<file path="config.mk">
export PLATFORM = sky130hd
export DESIGN_NAME = fp_seq
export DESIGN_NICKNAME = d
export VERILOG_FILES = /design/src/rtl/fp_pkg.sv /design/src/rtl/sigmoid_plan.sv /design/src/rtl/fp_seq.sv
export SDC_FILE = /design/constraint.sdc
export NUM_CORES = 2
export LEC_CHECK = 0
export ABC_AREA = 1
export BUFFER_PORTS_ARGS = -buffer_cell sky130_fd_sc_hd__buf_2
export CORE_AREA = 2 2 494 496
export DETAILED_ROUTE_END_ITERATION = 6
export DIE_AREA = 0 0 496 498
export REMOVE_ABC_BUFFERS = 1
export SYNTH_ARGS = -nofsm -noshare
export SYNTH_HDL_FRONTEND = slang
export SYNTH_SLANG_ARGS = --single-unit
</file>
<file path="constraint.sdc">
create_clock -name clk -period 29.4 [get_ports clk]
set_input_delay 5.88 -clock clk [delete_from_list [all_inputs] [get_ports clk]]
set_output_delay 5.88 -clock clk [all_outputs]
set_load 0.01 [all_outputs]
</file>
<file path="src/rtl/fp_pkg.sv">
// fp_pkg: shared FSM encoding and fixed-point constants for the forward-propagation datapath.
// Constants are produced by helper functions so any WIDTH/FRAC pairing scales consistently.
package fp_pkg;

  typedef enum logic [2:0] {
    StIdle,
    StHidMac,
    StHidAct,
    StOutMac,
    StOutAct,
    StDone
  } fp_state_e;

  localparam int unsigned DefWidth = 32;
  localparam int unsigned DefFrac  = 24;

  // 1.0 and 0.5 at a given number of fractional bits
  function automatic logic [63:0] fx_one(input int unsigned frac);
    return 64'd1 << frac;
  endfunction

  function automatic logic [63:0] fx_half(input int unsigned frac);
    return 64'd1 << (frac - 1);
  endfunction

  // PLAN breakpoints: 5.0, 2.375 (19/8), 1.0
  function automatic logic [63:0] plan_bp_hi(input int unsigned frac);
    return 64'd5 << frac;
  endfunction

  function automatic logic [63:0] plan_bp_mid(input int unsigned frac);
    return 64'd19 << (frac - 3);
  endfunction

  function automatic logic [63:0] plan_bp_lo(input int unsigned frac);
    return 64'd1 << frac;
  endfunction

  // PLAN offsets: 0.84375 (27/32), 0.625 (5/8), 0.5
  function automatic logic [63:0] plan_off_hi(input int unsigned frac);
    return 64'd27 << (frac - 5);
  endfunction

  function automatic logic [63:0] plan_off_mid(input int unsigned frac);
    return 64'd5 << (frac - 3);
  endfunction

  function automatic logic [63:0] plan_off_lo(input int unsigned frac);
    return 64'd1 << (frac - 1);
  endfunction

  // Signed saturation limits; the caller truncates to its word width
  function automatic logic [63:0] sat_max(input int unsigned width);
    return (64'd1 << (width - 1)) - 64'd1;
  endfunction

  function automatic logic [63:0] sat_min(input int unsigned width);
    return 64'd1 << (width - 1);
  endfunction

  localparam logic [63:0] One  = fx_one(DefFrac);
  localparam logic [63:0] Half = fx_half(DefFrac);

endpackage

</file>
<file path="src/rtl/sigmoid_plan.sv">
// sigmoid_plan: combinational piecewise-linear sigmoid approximation using shifts only.
// Works on |x|, then mirrors as 1.0 - y for negative inputs.
module sigmoid_plan
  import fp_pkg::*;
#(
  parameter int unsigned WIDTH = 32,
  parameter int unsigned FRAC  = 24
) (
  input  logic signed [WIDTH-1:0] x,
  output logic signed [WIDTH-1:0] y
);

  localparam logic [WIDTH-1:0] OneW   = WIDTH'(fx_one(FRAC));
  localparam logic [WIDTH-1:0] BpHi   = WIDTH'(plan_bp_hi(FRAC));
  localparam logic [WIDTH-1:0] BpMid  = WIDTH'(plan_bp_mid(FRAC));
  localparam logic [WIDTH-1:0] BpLo   = WIDTH'(plan_bp_lo(FRAC));
  localparam logic [WIDTH-1:0] OffHi  = WIDTH'(plan_off_hi(FRAC));
  localparam logic [WIDTH-1:0] OffMid = WIDTH'(plan_off_mid(FRAC));
  localparam logic [WIDTH-1:0] OffLo  = WIDTH'(plan_off_lo(FRAC));
  localparam logic [WIDTH-1:0] MinVal = WIDTH'(sat_min(WIDTH));

  logic [WIDTH-1:0] a;
  logic [WIDTH-1:0] y_pos;
  logic             is_min;

  // Segment select on magnitude, then mirror for negative inputs
  always_comb begin
    is_min = (x == MinVal);
    a      = x[WIDTH-1] ? (~x + WIDTH'(1)) : x;
    // Most-negative input has no positive magnitude; it saturates like a >= 5
    if (is_min || (a >= BpHi)) begin
      y_pos = OneW;
    end else if (a >= BpMid) begin
      y_pos = (a >> 5) + OffHi;
    end else if (a >= BpLo) begin
      y_pos = (a >> 3) + OffMid;
    end else begin
      y_pos = (a >> 2) + OffLo;
    end
    y = x[WIDTH-1] ? (OneW - y_pos) : y_pos;
  end

endmodule

</file>
<file path="src/rtl/fp_seq.sv">
// fp_seq: sequential forward propagation for a 2-layer ANN using one shared MAC and one
// PLAN sigmoid, evaluating one neuron at a time.
// Optional build macro FP_SAT_EN: accumulator saturates instead of wrapping on overflow.
module fp_seq
  import fp_pkg::*;
#(
  parameter int unsigned N_IN   = 2,
  parameter int unsigned N_HL_P = 3,
  parameter int unsigned N_OUT  = 2,
  parameter int unsigned WIDTH  = 32,
  parameter int unsigned FRAC   = 24
) (
  input  logic                            clk,
  input  logic                            rst,
  input  logic                            i_start,
  input  logic [N_IN*WIDTH-1:0]           i_k,
  input  logic [N_HL_P*N_IN*WIDTH-1:0]    i_wght_hd,
  input  logic [N_HL_P*WIDTH-1:0]         i_bias_hd,
  input  logic [N_OUT*N_HL_P*WIDTH-1:0]   i_wght_o,
  input  logic [N_OUT*WIDTH-1:0]          i_bias_o,
  output logic [N_HL_P*WIDTH-1:0]         o_hd_a,
  output logic [N_OUT*WIDTH-1:0]          o_out_a,
  output logic                            o_busy,
  output logic                            o_valid
);

  localparam int unsigned Max01  = (N_IN > N_HL_P) ? N_IN : N_HL_P;
  localparam int unsigned CntMax = (Max01 > N_OUT) ? Max01 : N_OUT;
  localparam int unsigned CntW   = $clog2(CntMax + 1);
  localparam int unsigned PW     = 2 * WIDTH;

  fp_state_e state_q, state_d;

  logic signed [WIDTH-1:0] acc_q, acc_d;
  logic [CntW-1:0]         i_q, i_d;
  logic [CntW-1:0]         j_q, j_d;
  logic [N_HL_P*WIDTH-1:0] hd_q, hd_d;
  logic [N_OUT*WIDTH-1:0]  out_q, out_d;
  logic                    busy_q, busy_d;
  logic                    valid_q, valid_d;

  // Shadow copies so the caller may change inputs right after the accepting edge
  logic [N_IN*WIDTH-1:0]         k_q;
  logic [N_HL_P*N_IN*WIDTH-1:0]  whd_q;
  logic [N_HL_P*WIDTH-1:0]       bhd_q;
  logic [N_OUT*N_HL_P*WIDTH-1:0] wo_q;
  logic [N_OUT*WIDTH-1:0]        bo_q;

  logic signed [WIDTH-1:0] op_w, op_x;
  logic signed [PW-1:0]    prod;
  logic signed [WIDTH-1:0] term;
  logic signed [WIDTH-1:0] acc_sum;
  logic signed [WIDTH-1:0] sig_y;

  logic accept;
  assign accept = (state_q == StIdle) && i_start;

  sigmoid_plan #(
    .WIDTH(WIDTH),
    .FRAC (FRAC)
  ) u_sig (
    .x(acc_q),
    .y(sig_y)
  );

  // Capture the full operand set when a request is accepted
  always_ff @(posedge clk or posedge rst) begin
    if (rst) begin
      k_q   <= '0;
      whd_q <= '0;
      bhd_q <= '0;
      wo_q  <= '0;
      bo_q  <= '0;
    end else if (accept) begin
      k_q   <= i_k;
      whd_q <= i_wght_hd;
      bhd_q <= i_bias_hd;
      wo_q  <= i_wght_o;
      bo_q  <= i_bias_o;
    end
  end

  // MAC operand select, truncated product and accumulate (wrap or saturate)
  always_comb begin
    op_w = '0;
    op_x = '0;
    if (state_q == StHidMac) begin
      op_w = whd_q[(int'(j_q) * int'(N_IN) + int'(i_q)) * int'(WIDTH) +: WIDTH];
      op_x = k_q[int'(i_q) * int'(WIDTH) +: WIDTH];
    end else if (state_q == StOutMac) begin
      op_w = wo_q[(int'(j_q) * int'(N_HL_P) + int'(i_q)) * int'(WIDTH) +: WIDTH];
      // Hidden activations of this run are already final when the output layer starts
      op_x = hd_q[int'(i_q) * int'(WIDTH) +: WIDTH];
    end
    prod = PW'(op_w) * PW'(op_x);
    term = WIDTH'(prod >>> FRAC);
  end

`ifdef FP_SAT_EN
  localparam logic [WIDTH-1:0] SatMax = WIDTH'(sat_max(WIDTH));
  localparam logic [WIDTH-1:0] SatMin = WIDTH'(sat_min(WIDTH));
  logic [WIDTH:0] sum_ext;

  // Saturating accumulate: overflow when the two top bits of the extended sum differ
  always_comb begin
    sum_ext = {acc_q[WIDTH-1], acc_q} + {term[WIDTH-1], term};
    if (sum_ext[WIDTH] != sum_ext[WIDTH-1]) begin
      acc_sum = sum_ext[WIDTH] ? SatMin : SatMax;
    end else begin
      acc_sum = sum_ext[WIDTH-1:0];
    end
  end
`else
  // Wrapping accumulate modulo 2^WIDTH
  always_comb begin
    acc_sum = acc_q + term;
  end
`endif

  // Next-state and datapath control
  always_comb begin
    state_d = state_q;
    acc_d   = acc_q;
    i_d     = i_q;
    j_d     = j_q;
    hd_d    = hd_q;
    out_d   = out_q;
    busy_d  = 1'b0;
    valid_d = 1'b0;
    unique case (state_q)
      StIdle: begin
        if (i_start) begin
          acc_d   = i_bias_hd[WIDTH-1:0];
          i_d     = '0;
          j_d     = '0;
          state_d = StHidMac;
        end
      end
      StHidMac: begin
        busy_d = 1'b1;
        acc_d  = acc_sum;
        if (int'(i_q) == int'(N_IN) - 1) begin
          i_d     = '0;
          state_d = StHidAct;
        end else begin
          i_d = i_q + CntW'(1);
        end
      end
      StHidAct: begin
        busy_d = 1'b1;
        hd_d[int'(j_q) * int'(WIDTH) +: WIDTH] = sig_y;
        if (int'(j_q) < int'(N_HL_P) - 1) begin
          j_d     = j_q + CntW'(1);
          acc_d   = bhd_q[(int'(j_q) + 1) * int'(WIDTH) +: WIDTH];
          state_d = StHidMac;
        end else begin
          j_d     = '0;
          acc_d   = bo_q[WIDTH-1:0];
          state_d = StOutMac;
        end
      end
      StOutMac: begin
        busy_d = 1'b1;
        acc_d  = acc_sum;
        if (int'(i_q) == int'(N_HL_P) - 1) begin
          i_d     = '0;
          state_d = StOutAct;
        end else begin
          i_d = i_q + CntW'(1);
        end
      end
      StOutAct: begin
        out_d[int'(j_q) * int'(WIDTH) +: WIDTH] = sig_y;
        if (int'(j_q) < int'(N_OUT) - 1) begin
          busy_d  = 1'b1;
          j_d     = j_q + CntW'(1);
          acc_d   = bo_q[(int'(j_q) + 1) * int'(WIDTH) +: WIDTH];
          state_d = StOutMac;
        end else begin
          j_d     = '0;
          valid_d = 1'b1;
          state_d = StDone;
        end
      end
      StDone: begin
        state_d = StIdle;
      end
      default: begin
        state_d = StIdle;
      end
    endcase
  end

  // State and datapath registers
  always_ff @(posedge clk or posedge rst) begin
    if (rst) begin
      state_q <= StIdle;
      acc_q   <= '0;
      i_q     <= '0;
      j_q     <= '0;
      hd_q    <= '0;
      out_q   <= '0;
      busy_q  <= 1'b0;
      valid_q <= 1'b0;
    end else begin
      state_q <= state_d;
      acc_q   <= acc_d;
      i_q     <= i_d;
      j_q     <= j_d;
      hd_q    <= hd_d;
      out_q   <= out_d;
      busy_q  <= busy_d;
      valid_q <= valid_d;
    end
  end

  assign o_hd_a  = hd_q;
  assign o_out_a = out_q;
  assign o_busy  = busy_q;
  assign o_valid = valid_q;

endmodule

</file>
# Yosys cells after proc, flatten, opt, wreduce, memory -nomap -nowiden

Index checks and enable logic that the tools add are counted.
W data, S select, Z words.

$add $sub $neg: 12
Multiply operators: 2
$lt $le $gt $ge: 5
Eq/ne operators: 11
Shift-type cells: 10
Multiplexer cells: 32
Bitwise operators: 1
Reductions and logical operators: 12

Operators by type and width:

| operator                   | count |
|---|---|
| $mux W32                   | 12 |
| $shiftx A192 B10 Y32       | 1 |
| $shiftx A192 B11 Y32       | 1 |
| $pmux W32 S4               | 1 |
| $bwmux W96                 | 1 |
| $shift A32 B33 Y96 const A | 1 |
| $shiftx A32 B33 Y96        | 1 |
| $shiftx A96 B32 Y32        | 1 |
| $shiftx A96 B8 Y32         | 1 |
| $bwmux W64                 | 1 |
| $shift A32 B33 Y64 const A | 1 |
| $shiftx A32 B33 Y64        | 1 |
| $shiftx A64 B8 Y32         | 1 |
| $shiftx A64 B9 Y32         | 1 |
| $mul A32 B32 Y56           | 1 |
| $neg A7 Y33                | 1 |
| $add A32 B2 Y32 const B    | 1 |
| $add A32 B32 Y32           | 1 |
| $eq A32 B32 Y1 const B     | 1 |
| $ge A32 B25 Y1 const B     | 1 |
| $ge A32 B26 Y1 const B     | 1 |
| $ge A32 B27 Y1 const B     | 1 |
| $not A32 Y32               | 1 |
| $sub A25 B32 Y32 const A   | 1 |
| other kinds (31)           | 50 |

Bits in registers: 809
Input bits: 611
Logic and storage cells: 98

# Longest topological paths before layout

Depth after elaboration: 11
Depth in mapped cells: 63
Gate-level depth less buffers: 60

# Modules after synthesis

Synthesis repeated with hierarchy kept, for this count alone.

Cell total of the unflattened synthesis: 8,296
Area, all modules: 71,987.8 sq um

Modules (own cells, without submodules):

| module       | instances | cells an instance | area an instance (sq um) |
|---|---|---|---|
| fp_seq       | 1         | 7,749             | 69,325.2 |
| sigmoid_plan | 1         | 547               | 2,662.6 |

# Worst setup path after synthesis

Ideal clock, no wire load.

Path type: register to register
Start: register j_q[0]
End: register acc_q[28]
Data arrival time: 11.158 ns
Required time: 29.268 ns
Path slack: 18.110 ns
Stages on the path, launching flop included: 55
Buffers on the path: 3
Clock period less this slack: 11.290 ns
Path through: dfrtp_1 > fa_1 > ha_1 > inv_1 > fa_1 > inv_1 > nor2_1 > clkbuf_1 > clkbuf_1 > a311oi_1 > nand2_1 > nand2_1 > inv_1 > clkbuf_1 > nor2_1 > fa_1 > fa_1 > fa_1 > [19 not listed] > nand2_1 > nand2_1 > a21oi_1 > xor2_1 > inv_1 > ha_1 > a21oi_1 > o21ai_0 > a21oi_1 > nand3_1 > nand3_1 > nand2_1 > a31o_2 > or2_2 > nand3_1 > o2111ai_1 > o211ai_1 > o21ai_0

Cells in the longest elaborated chain, start to end: 8
Elaborated cells between the ends (all ways): 19
Those cells by class: 4 x add/sub; 2 x mul; 2 x order compare; 1 x eq/ne; 4 x shift; 5 x mux; 1 x reduce/logical

RTL lines:

| element                | RTL line      | RTL |
|---|---|---|
| from (decl)            | fp_seq.sv:36  | `logic [CntW-1:0] j_q, j_d;` |
| from (signal assigned) | fp_seq.sv:209 | `j_q <= j_d;` |
| $mul A2 B2 Y4          | fp_seq.sv:91  | `op_w = wo_q[(int'(j_q) * int'(N_HL_P) + int'(i_q)) * int'(WIDTH) +: WIDTH];` |
| $add A4 B2 Y5          | fp_seq.sv:91  |  |
| $shiftx A192 B11 Y32   | fp_seq.sv:91  |  |
| $mux W32               | fp_seq.sv:90  | `end else if (state_q == StOutMac) begin` |
| $mux W32               | fp_seq.sv:87  | `if (state_q == StHidMac) begin` |
| $mul A32 B32 Y56       | fp_seq.sv:95  | `prod = PW'(op_w) * PW'(op_x);` |
| $add A32 B32 Y32       | fp_seq.sv:116 | `acc_sum = acc_q + term;` |
| $pmux W32 S4           | fp_seq.sv:130 | `unique case (state_q)` |
| to (signal assigned)   | fp_seq.sv:198 | `acc_q <= '0;` |
| to (signal assigned)   | fp_seq.sv:207 | `acc_q <= acc_d;` |
| to (decl)              | fp_seq.sv:34  | `logic signed [WIDTH-1:0] acc_q, acc_d;` |

Parallel ways exist; a longest one is shown, timed or not. The select of a mux whose other input is x is not followed.
A chain may end at the register's enable or synchronous reset.

# Worst setup path after layout

Start: register j_q[1]
End: register acc_q[14]

The elaborated chain is that of the path after synthesis.

==> flow_results.org <==
** Status
- Outcome :: completed

** Drt
- The routed design has between 300 and 400 mm of wire.
- Antenna viol nets, final :: 0
- Total DRC errors in the routed layout :: 0
- Number of detailed-routing iterations run before antenna repair :: 6
- Initial drt markers :: about 5.1k
- The detailed router placed 62.03k vias in this run.
- Average routed wire per standard cell :: roughly 26 um
- Vias per std cell :: 5.087

** Clock tree
- Clock latency on the worst-skew pair :: 0.77 ns
- In this run, post-CTS hold repair placed 0 buffers.
- The number of clock buffers added by TritonCTS is 91.
- In this run the deepest clock path goes through 3 buffers.
- Sinks on the clock net :: 777
- Reg clk slew, reported paths :: about 0.080 ns
- Clock Tree Root :: sky130_fd_sc_hd__clkbuf_16
- After clock tree synthesis, the repair step resized 0 gates.
- TritonCTS built the clock tree.
- CTS built an H-tree with a depth of 3.
- Buffers added to address setup during post-CTS repair amount to 0.

** Timing
- Transition time at the pin with the least slew margin :: about 1.3 ns
- The worst pin sits at a relative slew slack of 11.86%.
- Period utilisation layout :: between 50% and 60%
- Final count of pins violating max slew :: 0
- Setup WS post-layout :: 14.61 ns
- Clock skew after layout :: 0.05840 ns
- Setup violations remaining at the end of the flow were counted as 0.
- Hold timing on the final database bottoms out at a slack of 0.4764 ns.
- Total count of hold-check failures in the final report :: 0
- RSZ-0062 raised after global routing :: no
- FMAX :: 0.06763 GHz
- The routed design could run at a clock period as short as approximately 15 ns.

** Logic synthesis
- Mapped Cells :: ~8.3k
- Most used flip-flop cell after synthesis :: sky130_fd_sc_hd__dfrtp_1
- Post-synth top area cell :: sky130_fd_sc_hd__fa_1
- Synthesized area per cell :: 8.717 um^2
- The synthesized netlist occupies a cell area of 72,130 um^2.
- Sequential elements use a little over a quarter of the synthesized area.
- Area fraction of the dominant cell type after synthesis :: 27.34%
- Yosys mapped a number of flops with a built-in enable equal to 0.
- Yosys printed 0 warnings.
- The number of different library cells used by synthesis comes to 65.
- Flip-flop and latch count after synthesis :: just under 800
- Largest cells by area after synthesis :: sky130_fd_sc_hd__fa_1 27%, sky130_fd_sc_hd__dfrtp_1 27%, sky130_fd_sc_hd__nand2_1 8.7%
- Post-synth ARST share :: 100.0%

** GRT
- The first global-routing pass estimated 450.5 mm of wire.
- The via count of the first global-routing pass was 64.10k.
- Maximum number of pins on one net before global-route repair :: 189
- For this run, the total global-route usage over all layers was measured as 25.24%.
- Number of antenna violations at the first check in global routing :: 73
- GRT Residual Overflow :: 0

** Floorplan
- Die width :: between 400 and 500 um
- Die ar. :: approximately 250,000 um^2
- The initialized floorplan defines between 150 and 200 standard-cell rows.
- For this design the top-level I/O count stands at 773.
- Area of the core region :: between 200,000 and 250,000 um^2
- For this configuration, the core starts out at a cell density of 29.82%.
- Vertical die dimension :: 498 um

** Placed design
- Area after detailed placement :: 79,710 um^2
- Before CTS, the worst setup slack after placement is 14.72 ns.
- Routability-driven placement finished with a final weighted congestion of roughly 1.0.
- The wire-length estimate of the detail-placed layout is 250.9 mm.
- Buffers placed on the I/O ports in this run total 772.

** Setup path
- The slowest stage of the critical path is the sky130_fd_sc_hd__clkinv_1 cell.
- For the worst flop-to-flop path, the logic depth is 48.
- In this run the worst path has a maximum fanout of 34.
- Data arrival time at the worst-slack endpoint :: 15.40 ns
- Most common cell on crit path :: sky130_fd_sc_hd__fa_1
- Category of the most critical setup path :: flip-flop to flip-flop
- CP Data Required Time :: 30.01 ns
- The critical path starts at j_q[1]$_DFFE_PP0P_.
- Crit-path max cell delay :: 1.01 ns
- The worst setup path is launched from a flip-flop.
- Critical path endpoint category :: flip-flop
- The worst register-to-register path begins at j_q[1]$_DFFE_PP0P_.

** Min path
- The worst hold path passes through 2 cells.
- The startpoint identified for the worst hold timing path is o_out_a[60]$_DFFE_PP0P_.
- In this run the worst hold path is classified as flip-flop to flip-flop.

** Flow run
- Max-capacitance violation count :: 0

** Layout
- Final design utilization :: around a third
- Post-synthesis to final-layout area growth :: 15.12%
- Final standard cell area without fillers :: 83,030 um^2
- Cells with a size suffix above 1 make up 18.54% of the layout.
- The final layout contains 10.69k nets.
==> final timing paths <==
check | to | slack [ns]
max | acc_q[14]$_DFFE_PP0P_ | 14.61
min | o_out_a[60]$_DFFE_PP0P_ | 0.48
max reg2reg | acc_q[14]$_DFFE_PP0P_ | 14.61
min reg2reg | o_out_a[60]$_DFFE_PP0P_ | 0.48
max in group asynchronous | o_hd_a[39]$_DFFE_PP0P_ | 20.01
min in group asynchronous | wo_q[71]$_DFFE_PP0P_ | 5.31
==> cell usage after synthesis (33+ instances only) <==
master	count
sky130_fd_sc_hd__inv_1	1373
sky130_fd_sc_hd__nand4_1	48
sky130_fd_sc_hd__xor2_1	49
sky130_fd_sc_hd__fa_1	985
sky130_fd_sc_hd__nand2_2	44
sky130_fd_sc_hd__clkbuf_1	347
sky130_fd_sc_hd__a21oi_1	324
sky130_fd_sc_hd__dfrtp_1	777
sky130_fd_sc_hd__mux2_2	387
sky130_fd_sc_hd__nand3_1	168
sky130_fd_sc_hd__o21ai_0	558
sky130_fd_sc_hd__o21ai_1	53
sky130_fd_sc_hd__nor2_1	765
sky130_fd_sc_hd__ha_1	221
sky130_fd_sc_hd__nand2_1	1663
sky130_fd_sc_hd__o211ai_1	33
==> final cells by class <==
cell class	instances	area (um^2)
Timing Repair Buffer	917	4990
Inverter	1419	5339
Sequential cell	777	19450
Multi-Input combinational cell	5668	45930
Antenna cell	41	102.6
Clock buffer	132	2701
Tap cell	3202	4006
Clock inverter	39	518.0
Fill cell	25220	158800
==> critical path: cells and delay by family, from the launching register on <==
family                   cells  cell delay (ns)
adder cells (fa/ha/maj)     14             6.10
AO/OA/AOI/OAI               11             2.81
buffers and inverters       11             2.56
AND/OR/NAND/NOR             11             2.07
flip-flops                   1             0.74
XOR/XNOR                     1             0.32
==> layer usage <==
| metal | vias to the layer above | part of all wire, % | global-route usage [%] |
|---|---|---|---|
| met5 | - | 0.13 | 0 |
| met4 | 66 | 8.5 | 17.79 |
| met3 | 801 | 8.0 | 5.463 |
| met2 | 2959 | 46 | 40.59 |
| met1 | 31300 | 37 | 29.87 |
| li1 | 26910 | - | - |
==> registers in the layout, summed over array words and instances, names as in the netlist <==
register,count
whd_q,192
wo_q,192
o_hd_a,96
bhd_q,64
bo_q,64
k_q,64
o_out_a,64
acc_q,32
state_q,3
i_q,2
j_q,2
o_busy,1
o_valid,1
==> through the flow <==
| stage | TNS, ns | std cells |
|---|---|---|
| global route | 0 | 12170 |
| finish | 0 | 12200 |
| detailed placement | 0 | 11980 |
| global placement | 0 | 11980 |
| CTS | 0 | 12150 |
| floorplan | -2570.54 | 7864 |
==> cells in the final DEF (no fill, tap or decap), types with 13 or more instances in the layout <==
cell type                   instances
sky130_fd_sc_hd__a211oi_1          14
sky130_fd_sc_hd__a21oi_1          324
sky130_fd_sc_hd__a311oi_1          31
sky130_fd_sc_hd__a31oi_1           21
sky130_fd_sc_hd__buf_2            772
sky130_fd_sc_hd__buf_4            142
sky130_fd_sc_hd__clkbuf_1          14
sky130_fd_sc_hd__clkbuf_16         91
sky130_fd_sc_hd__clkbuf_8          27
sky130_fd_sc_hd__clkinv_1          28
sky130_fd_sc_hd__clkinv_2          13
sky130_fd_sc_hd__dfrtp_1          774
sky130_fd_sc_hd__diode_2           41
sky130_fd_sc_hd__fa_1             985
sky130_fd_sc_hd__ha_1             220
sky130_fd_sc_hd__inv_1           1367
sky130_fd_sc_hd__inv_2             21
sky130_fd_sc_hd__mux2_2           387
sky130_fd_sc_hd__mux2i_1           14
sky130_fd_sc_hd__nand2_1         1658
sky130_fd_sc_hd__nand2_2           49
sky130_fd_sc_hd__nand3_1          168
sky130_fd_sc_hd__nand4_1           48
sky130_fd_sc_hd__nor2_1           757
sky130_fd_sc_hd__nor2_2            29
sky130_fd_sc_hd__nor2_4            14
sky130_fd_sc_hd__nor3_1            17
sky130_fd_sc_hd__o2111ai_1         32
sky130_fd_sc_hd__o211ai_1          33
sky130_fd_sc_hd__o21a_1            15
sky130_fd_sc_hd__o21ai_0          552
sky130_fd_sc_hd__o21ai_1           46
sky130_fd_sc_hd__o221ai_1          28
sky130_fd_sc_hd__o22ai_1           24
sky130_fd_sc_hd__o31ai_1           15
sky130_fd_sc_hd__or2_2             18
sky130_fd_sc_hd__xnor2_1           26
sky130_fd_sc_hd__xor2_1            48
==> logic make-up after synthesis <==
group | count (synthesis) | share of synthesized area [%]
adders and majority gates | 1206 | 31.17
DFF | 777 | 26.96
xor gates and xnor gates | 79 | 1.001
muxes | 401 | 6.236
and+or+nand+nor | 2798 | 15.72
AOI/OAI and AO/OA | 1184 | 9.248
buffers and inverters | 1830 | 9.662
Power is not shown: default switching activity piles up to over one toggle a cycle in this logic, so the estimate is an artifact.
